### src/rtl/clock_divider_multich_pkg.sv
// ============================================================================
// Module      : clock_divider_multich_pkg
// Description : Shared channel state encodings and divider constants.
// Revision    : 1.0 - initial release
// ============================================================================
`default_nettype none

package clock_divider_multich_pkg;

  typedef enum logic [1:0] {
    CH_IDLE = 2'd0,
    CH_HIGH = 2'd1,
    CH_LOW  = 2'd2
  } ch_state_t;

  localparam int MIN_DIV = 2;

endpackage

`default_nettype wire

### src/rtl/clock_divider_multich_if.sv
// ============================================================================
// Module      : clock_divider_multich_if
// Description : Control and divided-clock bundle for the multichannel divider.
// Revision    : 1.0 - initial release
// ============================================================================
`default_nettype none

interface clock_divider_multich_if #(
  parameter int NUM_CH    = 4,
  parameter int DIV_WIDTH = 16
);

  logic [NUM_CH-1:0]           en_i;
  logic [NUM_CH*DIV_WIDTH-1:0] div_i;
  logic                        sync_i;
  logic [NUM_CH-1:0]           clk_o;
  logic [NUM_CH-1:0]           rise_o;
  logic [NUM_CH-1:0]           fall_o;
  logic [NUM_CH-1:0]           busy_o;

  modport master (
    output en_i, div_i, sync_i,
    input  clk_o, rise_o, fall_o, busy_o
  );

  modport slave (
    input  en_i, div_i, sync_i,
    output clk_o, rise_o, fall_o, busy_o
  );

endinterface

`default_nettype wire

### src/rtl/clock_divider_multich_channel.sv
// ============================================================================
// Module      : clock_divider_channel
// Description : One divider channel: IDLE/HIGH/LOW FSM, phase counter, divisor latch.
// Revision    : 1.0 - initial release
// ============================================================================
`default_nettype none

module clock_divider_channel
  import clock_divider_multich_pkg::*;
#(
  parameter int DIV_WIDTH = 16
) (
  input  wire logic                 clk_i,
  input  wire logic                 rst_n,
  input  wire logic                 en_i,
  input  wire logic [DIV_WIDTH-1:0] div_i,
  input  wire logic                 sync_i,
  output logic                      clk_o,
  output logic                      rise_o,
  output logic                      fall_o,
  output logic                      busy_o
);

  ch_state_t            r_state, w_state;
  logic [DIV_WIDTH-1:0] r_cnt, w_cnt;
  logic [DIV_WIDTH-1:0] r_div, w_div;
  logic                 w_rise, w_fall;
  logic [DIV_WIDTH-1:0] w_eff_div;
  logic [DIV_WIDTH-1:0] w_high_len;
  logic [DIV_WIDTH-1:0] w_low_len;

  // Divisors below the minimum collapse to the fastest legal rate.
  assign w_eff_div  = (div_i < DIV_WIDTH'(MIN_DIV)) ? DIV_WIDTH'(MIN_DIV) : div_i;
  assign w_low_len  = r_div >> 1;
  assign w_high_len = r_div - w_low_len;

  always_ff @(posedge clk_i) begin
    if (!rst_n) begin
      r_state <= CH_IDLE;
      r_cnt   <= '0;
      r_div   <= '0;
      clk_o   <= 1'b0;
      rise_o  <= 1'b0;
      fall_o  <= 1'b0;
      busy_o  <= 1'b0;
    end else begin
      r_state <= w_state;
      r_cnt   <= w_cnt;
      r_div   <= w_div;
      clk_o   <= (w_state == CH_HIGH);
      rise_o  <= w_rise;
      fall_o  <= w_fall;
      busy_o  <= (w_state != CH_IDLE);
    end
  end

  always_comb begin
    w_state = r_state;
    w_cnt   = r_cnt + DIV_WIDTH'(1);
    w_div   = r_div;
    w_rise  = 1'b0;
    w_fall  = 1'b0;

    // Sync restarts an enabled channel at the top of a fresh period.
    if (sync_i && en_i) begin
      w_state = CH_HIGH;
      w_cnt   = '0;
      w_div   = w_eff_div;
      w_rise  = 1'b1;
    end else begin
      case (r_state)
        CH_IDLE: begin
          w_cnt = '0;
          if (en_i) begin
            w_state = CH_HIGH;
            w_div   = w_eff_div;
            w_rise  = 1'b1;
          end
        end
        CH_HIGH: begin
          if (r_cnt == w_high_len - DIV_WIDTH'(1)) begin
            w_state = CH_LOW;
            w_cnt   = '0;
            w_fall  = 1'b1;
          end
        end
        CH_LOW: begin
          if (r_cnt == w_low_len - DIV_WIDTH'(1)) begin
            w_cnt = '0;
            if (en_i) begin
              w_state = CH_HIGH;
              w_div   = w_eff_div;
              w_rise  = 1'b1;
            end else begin
              w_state = CH_IDLE;
            end
          end
        end
        default: begin
          w_state = CH_IDLE;
          w_cnt   = '0;
        end
      endcase
    end
  end

endmodule

`default_nettype wire

### src/rtl/clock_divider_multich.sv
// ============================================================================
// Module      : clock_divider_multich
// Description : NUM_CH independent runtime-programmable clock dividers with shared sync.
// Revision    : 1.0 - initial release
// ============================================================================
`default_nettype none

module clock_divider_multich
  import clock_divider_multich_pkg::*;
#(
  parameter int NUM_CH    = 4,
  parameter int DIV_WIDTH = 16
) (
  input  wire logic               clk_i,
  input  wire logic               rst_n,
  clock_divider_multich_if.slave  bus
);

  for (genvar k = 0; k < NUM_CH; k++) begin : g_ch
    clock_divider_channel #(
      .DIV_WIDTH (DIV_WIDTH)
    ) u_channel (
      .clk_i  (clk_i),
      .rst_n  (rst_n),
      .en_i   (bus.en_i[k]),
      .div_i  (bus.div_i[k*DIV_WIDTH +: DIV_WIDTH]),
      .sync_i (bus.sync_i),
      .clk_o  (bus.clk_o[k]),
      .rise_o (bus.rise_o[k]),
      .fall_o (bus.fall_o[k]),
      .busy_o (bus.busy_o[k])
    );
  end

endmodule

`default_nettype wire
### src/flat_wrapper.sv
// flat-port wrapper written by rule: the top's interface ports become plain ports
module clock_divider_multich_flat import clock_divider_multich_pkg::*;
#(
  parameter int NUM_CH    = 4,
  parameter int DIV_WIDTH = 16
)
  (clk_i, rst_n, bus_en_i, bus_div_i, bus_sync_i, bus_clk_o, bus_rise_o, bus_fall_o, bus_busy_o);
  clock_divider_multich_if #(.NUM_CH(NUM_CH), .DIV_WIDTH(DIV_WIDTH)) bus_i ();
  input  wire logic clk_i;
  input  wire logic rst_n;
  input wire logic [$bits(bus_i.en_i)-1:0] bus_en_i;
  input wire logic [$bits(bus_i.div_i)-1:0] bus_div_i;
  input wire logic [$bits(bus_i.sync_i)-1:0] bus_sync_i;
  output wire logic [$bits(bus_i.clk_o)-1:0] bus_clk_o;
  output wire logic [$bits(bus_i.rise_o)-1:0] bus_rise_o;
  output wire logic [$bits(bus_i.fall_o)-1:0] bus_fall_o;
  output wire logic [$bits(bus_i.busy_o)-1:0] bus_busy_o;
  assign bus_i.en_i = bus_en_i;
  assign bus_i.div_i = bus_div_i;
  assign bus_i.sync_i = bus_sync_i;
  assign bus_clk_o = bus_i.clk_o;
  assign bus_rise_o = bus_i.rise_o;
  assign bus_fall_o = bus_i.fall_o;
  assign bus_busy_o = bus_i.busy_o;
  clock_divider_multich #(.NUM_CH(NUM_CH), .DIV_WIDTH(DIV_WIDTH)) u_core (.clk_i(clk_i), .rst_n(rst_n), .bus(bus_i));
endmodule
### config.mk
export PLATFORM = sky130hd
export DESIGN_NAME = clock_divider_multich_flat
export DESIGN_NICKNAME = d
export VERILOG_FILES = /design/src/rtl/clock_divider_multich_pkg.sv /design/src/rtl/clock_divider_multich_if.sv /design/src/rtl/clock_divider_multich_channel.sv /design/src/rtl/clock_divider_multich.sv /design/src/flat_wrapper.sv
export SDC_FILE = /design/constraint.sdc
export NUM_CORES = 1
export LEC_CHECK = 0
export BUFFER_PORTS_ARGS = -buffer_cell sky130_fd_sc_hd__buf_2
export CAP_MARGIN = 25
export CORE_MARGIN = 2
export CORE_UTILIZATION = 40
export CTS_CLUSTER_DIAMETER = 100
export DETAILED_ROUTE_END_ITERATION = 16
export GPL_ROUTABILITY_DRIVEN = 0
export PLACE_DENSITY_LB_ADDON = 0.08
export SLEW_MARGIN = 20
export SYNTH_ARGS = -nofsm -noshare
export SYNTH_HDL_FRONTEND = slang
export SYNTH_HIERARCHICAL = 1
export SYNTH_SLANG_ARGS = --single-unit
### constraint.sdc
create_clock -name clk_i -period 12.2 [get_ports clk_i]
set_input_delay 0 -clock clk_i [delete_from_list [all_inputs] [get_ports clk_i]]
set_output_delay 0 -clock clk_i [all_outputs]
set_load 0.03 [all_outputs]
Word-level counts from Yosys, hierarchy flattened
Cells that the tools add are included.
{ "word_totals": {"elab_cells": 181, "register_bits": 152, "output_inout_bits": 16, "in_bits": 71} }
{ "op_classes": {"n_bitwise": 5, "n_mux": 76, "eq_ne": 24, "addsub": 16, "reduce_logical": 28, "magnitude_cmp": 4} }
{ "ops": {"columns": ["operator", "count"], "rows": [
  ["$mux W16", 24],
  ["$pmux W16 S2", 8],
  ["$eq A16 B16 Y1", 8],
  ["$add A16 B1 Y16 const B", 4],
  ["$lt A16 B2 Y1 const B", 4],
  ["$sub A15 B1 Y16 const B", 4],
  ["$sub A16 B1 Y16 const B", 4],
  ["$sub A16 B15 Y16", 4],
  ["$mux W2", 16],
  ["$pmux W2 S3", 4],
  ["$mux W1", 20],
  ["$eq A2 B1 Y1 const B", 8],
  ["$ne A3 B3 Y1 const B", 4],
  ["$reduce_bool A3 Y1", 4],
  ["$reduce_or A3 Y1", 4],
  ["$eq A2 B2 Y1 const B", 4],
  ["$logic_not A2 Y1", 4],
  ["$pmux W1 S2", 4],
  ["$reduce_and A2 Y1", 4],
  ["$reduce_bool A2 Y1", 4],
  ["$reduce_or A2 Y1", 4],
  ["$not A1 Y1", 5],
  ["$logic_and A1 B1 Y1", 4]
]} }

Longest topological paths before layout
Gate-level depths: netlist of the first run.
{ "depth": {"word_depth": 7, "ltp_mapped": 13, "ltp_nobuf": 12} }

Modules after synthesis
The synthesis of the first run kept the hierarchy.
{ "by_module_without_submodules": {"columns": ["module", "instances", "area_per_inst_um2", "cells_per_inst"], "rows": [
  ["clock_divider_channel at u_core.g_ch[1].u_channel ...", 2, 3449.6, 434],
  ["clock_divider_channel at u_core.g_ch[3].u_channel", 1, 3440.8, 422],
  ["clock_divider_channel at u_core.g_ch[0].u_channel", 1, 3408.3, 407]
]} }

Worst setup path before layout of the first run
No wires, ideal clock.
{ "synth_path": {"path_type": "register to register", "start": "register u_core.g_ch[1].u_channel.r_div[1]", "end": "register u_core.g_ch[1].u_channel.r_cnt[12]", "synth_period_minus_slack_ns": 3.899, "arrival_ns": 3.772, "stages_incl_launch_ff": 14, "setup_ns": 0.127, "slack_ns": 8.301, "t_required_ns": 12.073, "cell_sequence": "dfxtp_1 > inv_1 > ha_1 > fa_1 > nor2b_1 > o311ai_0 > nand3_1 > xnor2_1 > a2111oi_0 > or4b_1 > or4b_4 > a21oi_4 > buf_6 > nor4_1"} }
{ "synth_between": {"elab_chain_len": 5, "word_cells_on_any_way": 8} }
{ "synth_lines": {"columns": ["item", "line_no", "text"], "rows": [
  ["start: declaration", "clock_divider_multich_channel.sv:26", "logic [DIV_WIDTH-1:0] r_div, w_div;"],
  ["start signal: assignment", "clock_divider_multich_channel.sv:49", "r_div <= w_div;"],
  ["$sub A16 B15 Y16", "clock_divider_multich_channel.sv:35", "assign w_high_len = r_div - w_low_len;"],
  ["$sub A16 B1 Y16", "clock_divider_multich_channel.sv:81", "if (r_cnt == w_high_len - DIV_WIDTH'(1)) begin"],
  ["$eq A16 B16 Y1", "clock_divider_multich_channel.sv:81", null],
  ["$mux W16", "clock_divider_multich_channel.sv:81", null],
  ["$pmux W16 S2 *", "clock_divider_multich_channel.sv:71", "case (r_state)"],
  ["end signal: assignment", "clock_divider_multich_channel.sv:48", "r_cnt <= w_cnt;"],
  ["end: declaration", "clock_divider_multich_channel.sv:25", "logic [DIV_WIDTH-1:0] r_cnt, w_cnt;"]
]} }
Every way passes the cells marked *; elsewhere a longest branch is shown, timed or not.
A chain may end at the register's enable or synchronous reset.

Final worst setup path of the first run
{ "layout_path": {"start": "register u_core.g_ch[2].u_channel.r_div[1]", "end": "register u_core.g_ch[2].u_channel.r_cnt[13]"} }
{ "layout_between": {"elab_chain_len": 5, "word_cells_on_any_way": 8} }
{ "layout_lines": {"columns": ["item", "line_no"], "rows": [
  ["start: declaration", "clock_divider_multich_channel.sv:26"],
  ["start signal: assignment", "clock_divider_multich_channel.sv:49"],
  ["$sub A16 B15 Y16", "clock_divider_multich_channel.sv:35"],
  ["$sub A16 B1 Y16", "clock_divider_multich_channel.sv:81"],
  ["$eq A16 B16 Y1", "clock_divider_multich_channel.sv:81"],
  ["$mux W16", "clock_divider_multich_channel.sv:81"],
  ["$pmux W16 S2 *", "clock_divider_multich_channel.sv:71"],
  ["end signal: assignment", "clock_divider_multich_channel.sv:48"],
  ["end: declaration", "clock_divider_multich_channel.sv:25"]
]} }
Marks and branches as above.

==> impl_metrics.json, run 1 <==
{
  "crit_type": "reg -> reg",
  "fillers": 3384,
  "rsz0062_at_grt": "no",
  "drc": 0,
  "layout-drive-gt1-share": 0.0934,
  "portBuffers": 86,
  "setup_tns_ps": 0,
  "h-tree-depth": 4,
  "die-area_um2": 35900,
  "clock_skew_ps": 13.3,
  "leakage_nw": 6.21,
  "worst-path-buf-inv": 1,
  "grt_pass1_wl_um": 62200,
  "drtPass1Iterations": 7,
  "whs_path_depth": 3,
  "yosys_warnings": 6,
  "crit_arrival_ps": 4920,
  "r2r-start": "u_core/g_ch[2].u_channel/r_div[1]",
  "ys_seq_area_frac": 0.221,
  "relSlewSlack": 0.322,
  "max_cap_viol_count": 0,
  "setup_viol": 0,
  "grt_overflow": 0,
  "post-route-min-period_ps": 4610,
  "synthesis.area_um2": 13700,
  "routedWlPerCell_um": 16.7,
  "worstHoldStart": "bus_sync_i",
  "synthArstFlopShare": 0,
  "antenna_cells": 0,
  "post_cts_buffers": 0,
  "core_area_um2": 33700,
  "cts_tree": "done",
  "synth_top_cell_area_share": 0.221,
  "cts_resized": 0,
  "num_rows": 67,
  "hold_class": "in -> reg",
  "synth_area_per_cell_um2": 8.10,
  "antenna_found_initial": 0,
  "startpoint": "u_core/g_ch[2].u_channel/r_div[1]",
  "fp.dieW_um": 189,
  "ys_ff_latch": 152,
  "cp.depth": 12,
  "cpPeakStageDelay_ps": 580,
  "fin_util": 0.466,
  "route.vias.total": 12200,
  "worstPathRequired_ps": 12510,
  "cts_buffer_depth": 2,
  "ant_nets": 0,
  "grt_pass1_vias": 11900,
  "powerDensity_nw_per_um2": 106,
  "fmax_mhz": 217,
  "tightest_slew_ps": 1010,
  "max-vdd-ir-drop_v": 0.000100,
  "drtIter0Drc": 702,
  "synth_area_leaders": "dfxtp_1 (22%), ha_1 (13%), xnor2_1 (9.1%)",
  "clock_latency_ps": 450,
  "critPathMaxFanout": 16,
  "die_height_um": 189,
  "grt_max_degree": 73,
  "status": "completed",
  "vias_per_cell": 5.40,
  "numCtsBuffers": 17,
  "crit_chain": "inv_1 > ha_1 > fa_1 > nor2b_1 > o311ai_0 > nand3_1 > xnor2_1 > a2111oi_0 > or4b_1 > or4b_4 > a21oi_4 > nor4_1",
  "clkSinkCount": 152,
  "crit_slowest_cell": "a2111oi_0",
  "crit_path_start_kind": "register",
  "path_delay_family": "compound AO/OA/AOI/OAI gates",
  "clkTransAtPathRegs_ps": 80,
  "hold_violations": 0,
  "hpwl_um": 28800,
  "fin_nets": 2027,
  "cp-end-kind": "register",
  "fin_hold_ws_ps": 69.3,
  "track_usage": 0.215,
  "reg2reg_depth": 12,
  "initial_core_util": 0.408,
  "ys.flop_type": "dfxtp_1",
  "fin_crit_sh": 0.378,
  "synth_cells": 1697,
  "ctsRootBufferMaster": "clkbuf_16",
  "synth_edf_count": 0,
  "yosysTopAreaCell": "dfxtp_1",
  "area_growth_pct": 14.3,
  "syn_nets": 1916,
  "final_cell_mix": "dfxtp_1 (152), ha_1 (144), xnor2_1 (143), nand2_1 (120), nand3_1 (115)",
  "drv_slew": 0,
  "final_common_cell": "dfxtp_1",
  "ys_types": 98,
  "drt-total-wl_um": 37900,
  "ios": 87
}
-- registers in the layout, summed over array words and instances (netlist names) --
register                       count
u_core/g_ch.u_channel/busy_o       4
u_core/g_ch.u_channel/clk_o        4
u_core/g_ch.u_channel/fall_o       4
u_core/g_ch.u_channel/r_cnt       64
u_core/g_ch.u_channel/r_div       64
u_core/g_ch.u_channel/r_state      8
u_core/g_ch.u_channel/rise_o       4
-- cell families (layout without fill, tap and decap cells) --
logic type               count (synthesis)  count (layout)  synth area share
AND/OR/NAND/NOR                        612             612             0.235
AO/OA/AOI/OAI                          329             329             0.173
XOR/XNOR                               245             245             0.159
buffers and inverters                  185             309            0.0554
flip-flops                             152             152             0.221
adder cells (fa/ha/maj)                148             148             0.137
multiplexers                            26              26            0.0189
-- Yosys cell counts (26+ instances only) --
master,count
nor4_1,57
nand3_1,115
xor2_1,99
mux2i_1,26
nand2_1,120
a21oi_1,65
nor2b_1,52
xnor2_1,143
o21ai_0,73
clkbuf_1,40
ha_1,144
nor2_1,106
dfxtp_1,152
inv_1,114
nor3_1,26
-- power by group --
part	internal, W	leakage, nW	switching (W)
logic	0.000256	4.69	0.000342
clock network	0.000272	0.276	0.000247
registers	0.000516	1.24	0.0000244
total	0.00104	6.21	0.000614
-- worst register-to-register path, delay by kind of cell (launching register included) --
kind / cells / cell delay [ps]
compound gates: 3 / 1590
xor+xnor: 1 / 170
fa+ha+maj: 2 / 610
buf+inv: 1 / 110
flops: 1 / 470
simple gates: 5 / 1520
-- through the flow --
stage / total power (W) / setup WS [ps] / std cells / area [um^2]
final: 0.00166 / 7590 / 2269 / 15700
after global routing: 0.00177 / 7230 / 2269 / 15700
after CTS: 0.00167 / 7620 / 2269 / 15700
after detailed placement: 0.00113 / 7650 / 2168 / 14500
after global placement: 0.00112 / 7750 / 2168 / 14500
after floorplan: 0.000997 / 8300 / 1697 / 13700
-- final timing paths --
path / endpoint / slack [ps]
setup reg to reg: u_core/g_ch[2].u_channel/r_cnt[13] / 7590
hold / removal: u_core/g_ch[2].u_channel/clk_o / 70
setup / recovery: u_core/g_ch[2].u_channel/r_cnt[13] / 7590
hold reg to reg: u_core/g_ch[0].u_channel/r_div[0] / 490
-- repair_timing --
item,in CTS,in global routing
hold endpoints to repair,76,0
setup endpoints to repair,0,0
hold buffers,69,0
-- per-layer routing --
metal	part of all wire	GRT usage	up-vias
li1	-	-	6241
met1	0.49	0.292	5737
met2	0.46	0.359	227
met3	0.030	0.0259	43
met4	0.016	0.0572	0
met5	0	0	-
-- area by class of cell --
type	instances	area, um^2	share of cell area
clock buffers	18	439	0.0280
inverters	116	435	0.0277
well taps	448	561	0.0357
flip-flops and latches	152	3040	0.194
multi-input cells	1360	9950	0.633
clock inverters	14	115	0.00733
repair buffers	161	1170	0.0744
(Power assumes the default switching activity.)
==> inputs of run 2 (changes only) <==
--- a/config.mk
+++ b/config.mk
@@ -5,6 +5,7 @@
 export SDC_FILE = /design/constraint.sdc
 export NUM_CORES = 1
 export LEC_CHECK = 0
+export ABC_AREA = 1
 export BUFFER_PORTS_ARGS = -buffer_cell sky130_fd_sc_hd__buf_2
 export CAP_MARGIN = 25
 export CORE_MARGIN = 2
==> constraint.sdc (replaced) <==
create_clock -name clk_i -period 4.35 [get_ports clk_i]
set_input_delay 0 -clock clk_i [delete_from_list [all_inputs] [get_ports clk_i]]
set_output_delay 0 -clock clk_i [all_outputs]
set_load 0.03 [all_outputs]
==> run 2 against run 1 <==
  * Combinational power rose to 3.6 times the previous value
  * Sequential cell count unchanged
  * Design area rose by 5.7%
  * Synthesized cell count rose by 35%
  * Critical path type unchanged
  * Highest routed layer unchanged
==> impl_metrics.json, run 2 <==
{
  "initial_core_util": 0.403,
  "synth_cells": 2296,
  "yosys_warnings": 6,
  "p_sw_w": 0.00212,
  "cts_resized": 0,
  "power.internal_w": 0.00309,
  "p_clk_frac": 0.290,
  "synth_top_cell_area_share": 0.208,
  "die_height_um": 195,
  "synth_area_per_cell_um2": 6.37,
  "ys.flop_type": "dfxtp_1",
  "crit_path_start_kind": "register",
  "area_growth_pct": 13.7,
  "drtPass1Iterations": 5,
  "post_cts_buffers": 0,
  "fin_crit_sh": 0.733,
  "fin_util": 0.458,
  "stdcell_count": 2911,
  "critPathMaxFanout": 16,
  "core_area_um2": 36300,
  "setup_viol": 0,
  "multi_input_area_um2": 9940,
  "rsz0062_at_grt": "no",
  "worstPathRequired_ps": 4660,
  "portBuffers": 86,
  "worstHoldStart": "bus_sync_i",
  "drv_slew": 0,
  "grt_pass1_vias": 13700,
  "grt_max_degree": 40,
  "final_cell_mix": "nand2_1 (577), inv_1 (349), nor2_1 (292), nand3_1 (167), dfxtp_1 (152)",
  "status": "completed",
  "grt_pass1_wl_um": 66700,
  "synth_common_cells": "nand2_1 (577), inv_1 (349), nor2_1 (292)",
  "yosysTopAreaCell": "dfxtp_1",
  "route.vias.total": 14100,
  "clkSinkCount": 152,
  "fp.dieW_um": 195,
  "fmax_mhz": 314,
  "hpwl_um": 32800,
  "ant_nets": 0,
  "syn_nets": 2515,
  "clock_skew_ps": 9.69,
  "seqCellArea_um2": 3040,
  "num_rows": 70,
  "numCtsBuffers": 17,
  "hold_class": "in -> reg",
  "relSlewSlack": 0.442,
  "hold_buffers": 67,
  "grt_overflow": 0,
  "h-tree-depth": 4,
  "synthArstFlopShare": 0,
  "max-vdd-ir-drop_v": 0.000271,
  "drt-total-wl_um": 40800,
  "synth_edf_count": 0,
  "antenna_found_initial": 1,
  "ys_seq_area_frac": 0.208,
  "seq_power_share": 0.296,
  "die-area_um2": 38100,
  "reg2reg_to": "u_core/g_ch[1].u_channel/r_cnt[3]",
  "worstSetupEndpoint": "u_core/g_ch[1].u_channel/r_cnt[3]",
  "setup_tns_ps": 0,
  "crit_arrival_ps": 3500,
  "reg2reg_setup_slack_ps": 1160,
  "track_usage": 0.216,
  "powerDensity_nw_per_um2": 313,
  "antenna_cells": 0,
  "ios": 87,
  "layout-drive-gt1-share": 0.0737,
  "clock_latency_ps": 440,
  "tightest_slew_ps": 829,
  "synth_area_leaders": "dfxtp_1 (21%), nand2_1 (15%), ha_1 (12%)",
  "combinationalPowerShare": 0.414,
  "max_cap_viol_count": 0,
  "r2r-start": "u_core/g_ch[1].u_channel/r_div[1]",
  "reg2reg_depth": 18,
  "vias_per_cell": 4.84,
  "ctsRootBufferMaster": "clkbuf_16",
  "reg_top3": "u_core/g_ch.u_channel/r_cnt: 64 flops, u_core/g_ch.u_channel/r_div: 64 flops, u_core/g_ch.u_channel/r_state: 8 flops",
  "leakage_nw": 8.17,
  "hold_violations": 0,
  "fin_nets": 2649,
  "fillers": 3856,
  "clkTransAtPathRegs_ps": 60,
  "cts_buffer_depth": 2,
  "routedWlPerCell_um": 14.0,
  "synthesis.area_um2": 14600,
  "startpoint": "u_core/g_ch[1].u_channel/r_div[1]",
  "cp-end-kind": "register",
  "ys_types": 52,
  "drc": 0,
  "swShare": 0.407,
  "drtIter0Drc": 671,
  "place_inst": 2812,
  "post-route-min-period_ps": 3190,
  "cts_tree": "done",
  "crit_type": "reg -> reg",
  "ys_ff_latch": 152,
  "synth_most_common_cell": "nand2_1",
  "final_common_cell": "nand2_1"
}
run 2: cell types whose count changed in the layout (fill, tap and decap cells not counted), moves of 43 or more:
cell and delta:
nor2b_1 -52, inv_1 +235, nand3_1 +52, nor4_1 -43, o21ai_1 +45, xnor2_1 -72, nand2_1 +457, nor2_1 +186
run 2: final cells by class:
type                            instances  area share
Inverter                              359      0.0814
Tap cell                              468      0.0352
Clock inverter                         12     0.00700
Timing Repair Buffer                  154      0.0667
Sequential cell                       152       0.183
Multi-Input combinational cell       1746       0.598
Clock buffer                           20      0.0281
run 2: cells by family (layout without fill, tap and decap cells):
| family | after synthesis | count (layout) | synth area share |
|---|---|---|---|
| DFF | 152 | 152 | 0.208 |
| adders and majority gates | 148 | 148 | 0.129 |
| and+or+nand+nor | 1217 | 1217 | 0.364 |
| xor gates and xnor gates | 195 | 195 | 0.120 |
| buffers and inverters | 398 | 545 | 0.112 |
| AOI/OAI and AO/OA | 186 | 186 | 0.0670 |
run 2: worst min-delay path by stage:
stage / end / slack (ps) / depth (start not counted)
2_1_floorplan: u_core/g_ch[0].u_channel/rise_o / 120 / 2
4_1_cts: u_core/g_ch[1].u_channel/rise_o / 1 / 3
3_3_place_gp: u_core/g_ch[1].u_channel/r_div[13] / 250 / 3
6_report: u_core/g_ch[1].u_channel/rise_o / 10 / 3
5_1_grt: u_core/g_ch[1].u_channel/rise_o / 50 / 3
3_5_place_dp: u_core/g_ch[3].u_channel/r_div[6] / 260 / 3
run 2: per-layer routing:
| metal | wire length [um] | vias to the layer above | part of all wire | GRT usage |
|---|---|---|---|---|
| met4 | 923 | 0 | 0.023 | 0.0659 |
| met5 | 0 | - | 0 | 0 |
| met2 | 18800 | 278 | 0.46 | 0.372 |
| li1 | - | 7467 | - | - |
| met1 | 19600 | 6301 | 0.48 | 0.280 |
| met3 | 1420 | 51 | 0.035 | 0.0307 |
run 2: power groups by stage:
| stage | clock, W | combinational [W] | sequential, W |
|---|---|---|---|
| after floorplan | 0 | 0.00162 | 0.00156 |
| after global placement | 0 | 0.00208 | 0.00157 |
| after detailed placement | 0 | 0.00209 | 0.00157 |
| after CTS | 0.00156 | 0.00215 | 0.00154 |
| after global routing | 0.00161 | 0.00247 | 0.00155 |
| final | 0.00151 | 0.00216 | 0.00154 |
run 2: stage by stage:
step           hold slack, ps  instance area, um^2  setup slack (ps)  power [W]
6_report                 14.8                16600              1160    0.00521
5_1_grt                  49.0                16600               866    0.00563
4_1_cts                  1.11                16600              1200    0.00525
3_5_place_dp              265                15400              1240    0.00366
3_3_place_gp              252                15400              1250    0.00365
2_1_floorplan             121                14600              1720    0.00318
run 2: critical path, cell delays in order, from the launching register on:
cell	delay, ps
dfxtp_1	500
inv_2	120
ha_1	230
fa_1	410
nand2_1	100
nand2_1	70
and2_1	190
xor2_1	140
inv_1	50
nor2_1	120
nand2_1	70
nor2_1	230
nand3_1	120
nor2_1	190
nand2_1	80
nand2_1	60
nand2_1	60
nand3_2	250
nor3b_1	90
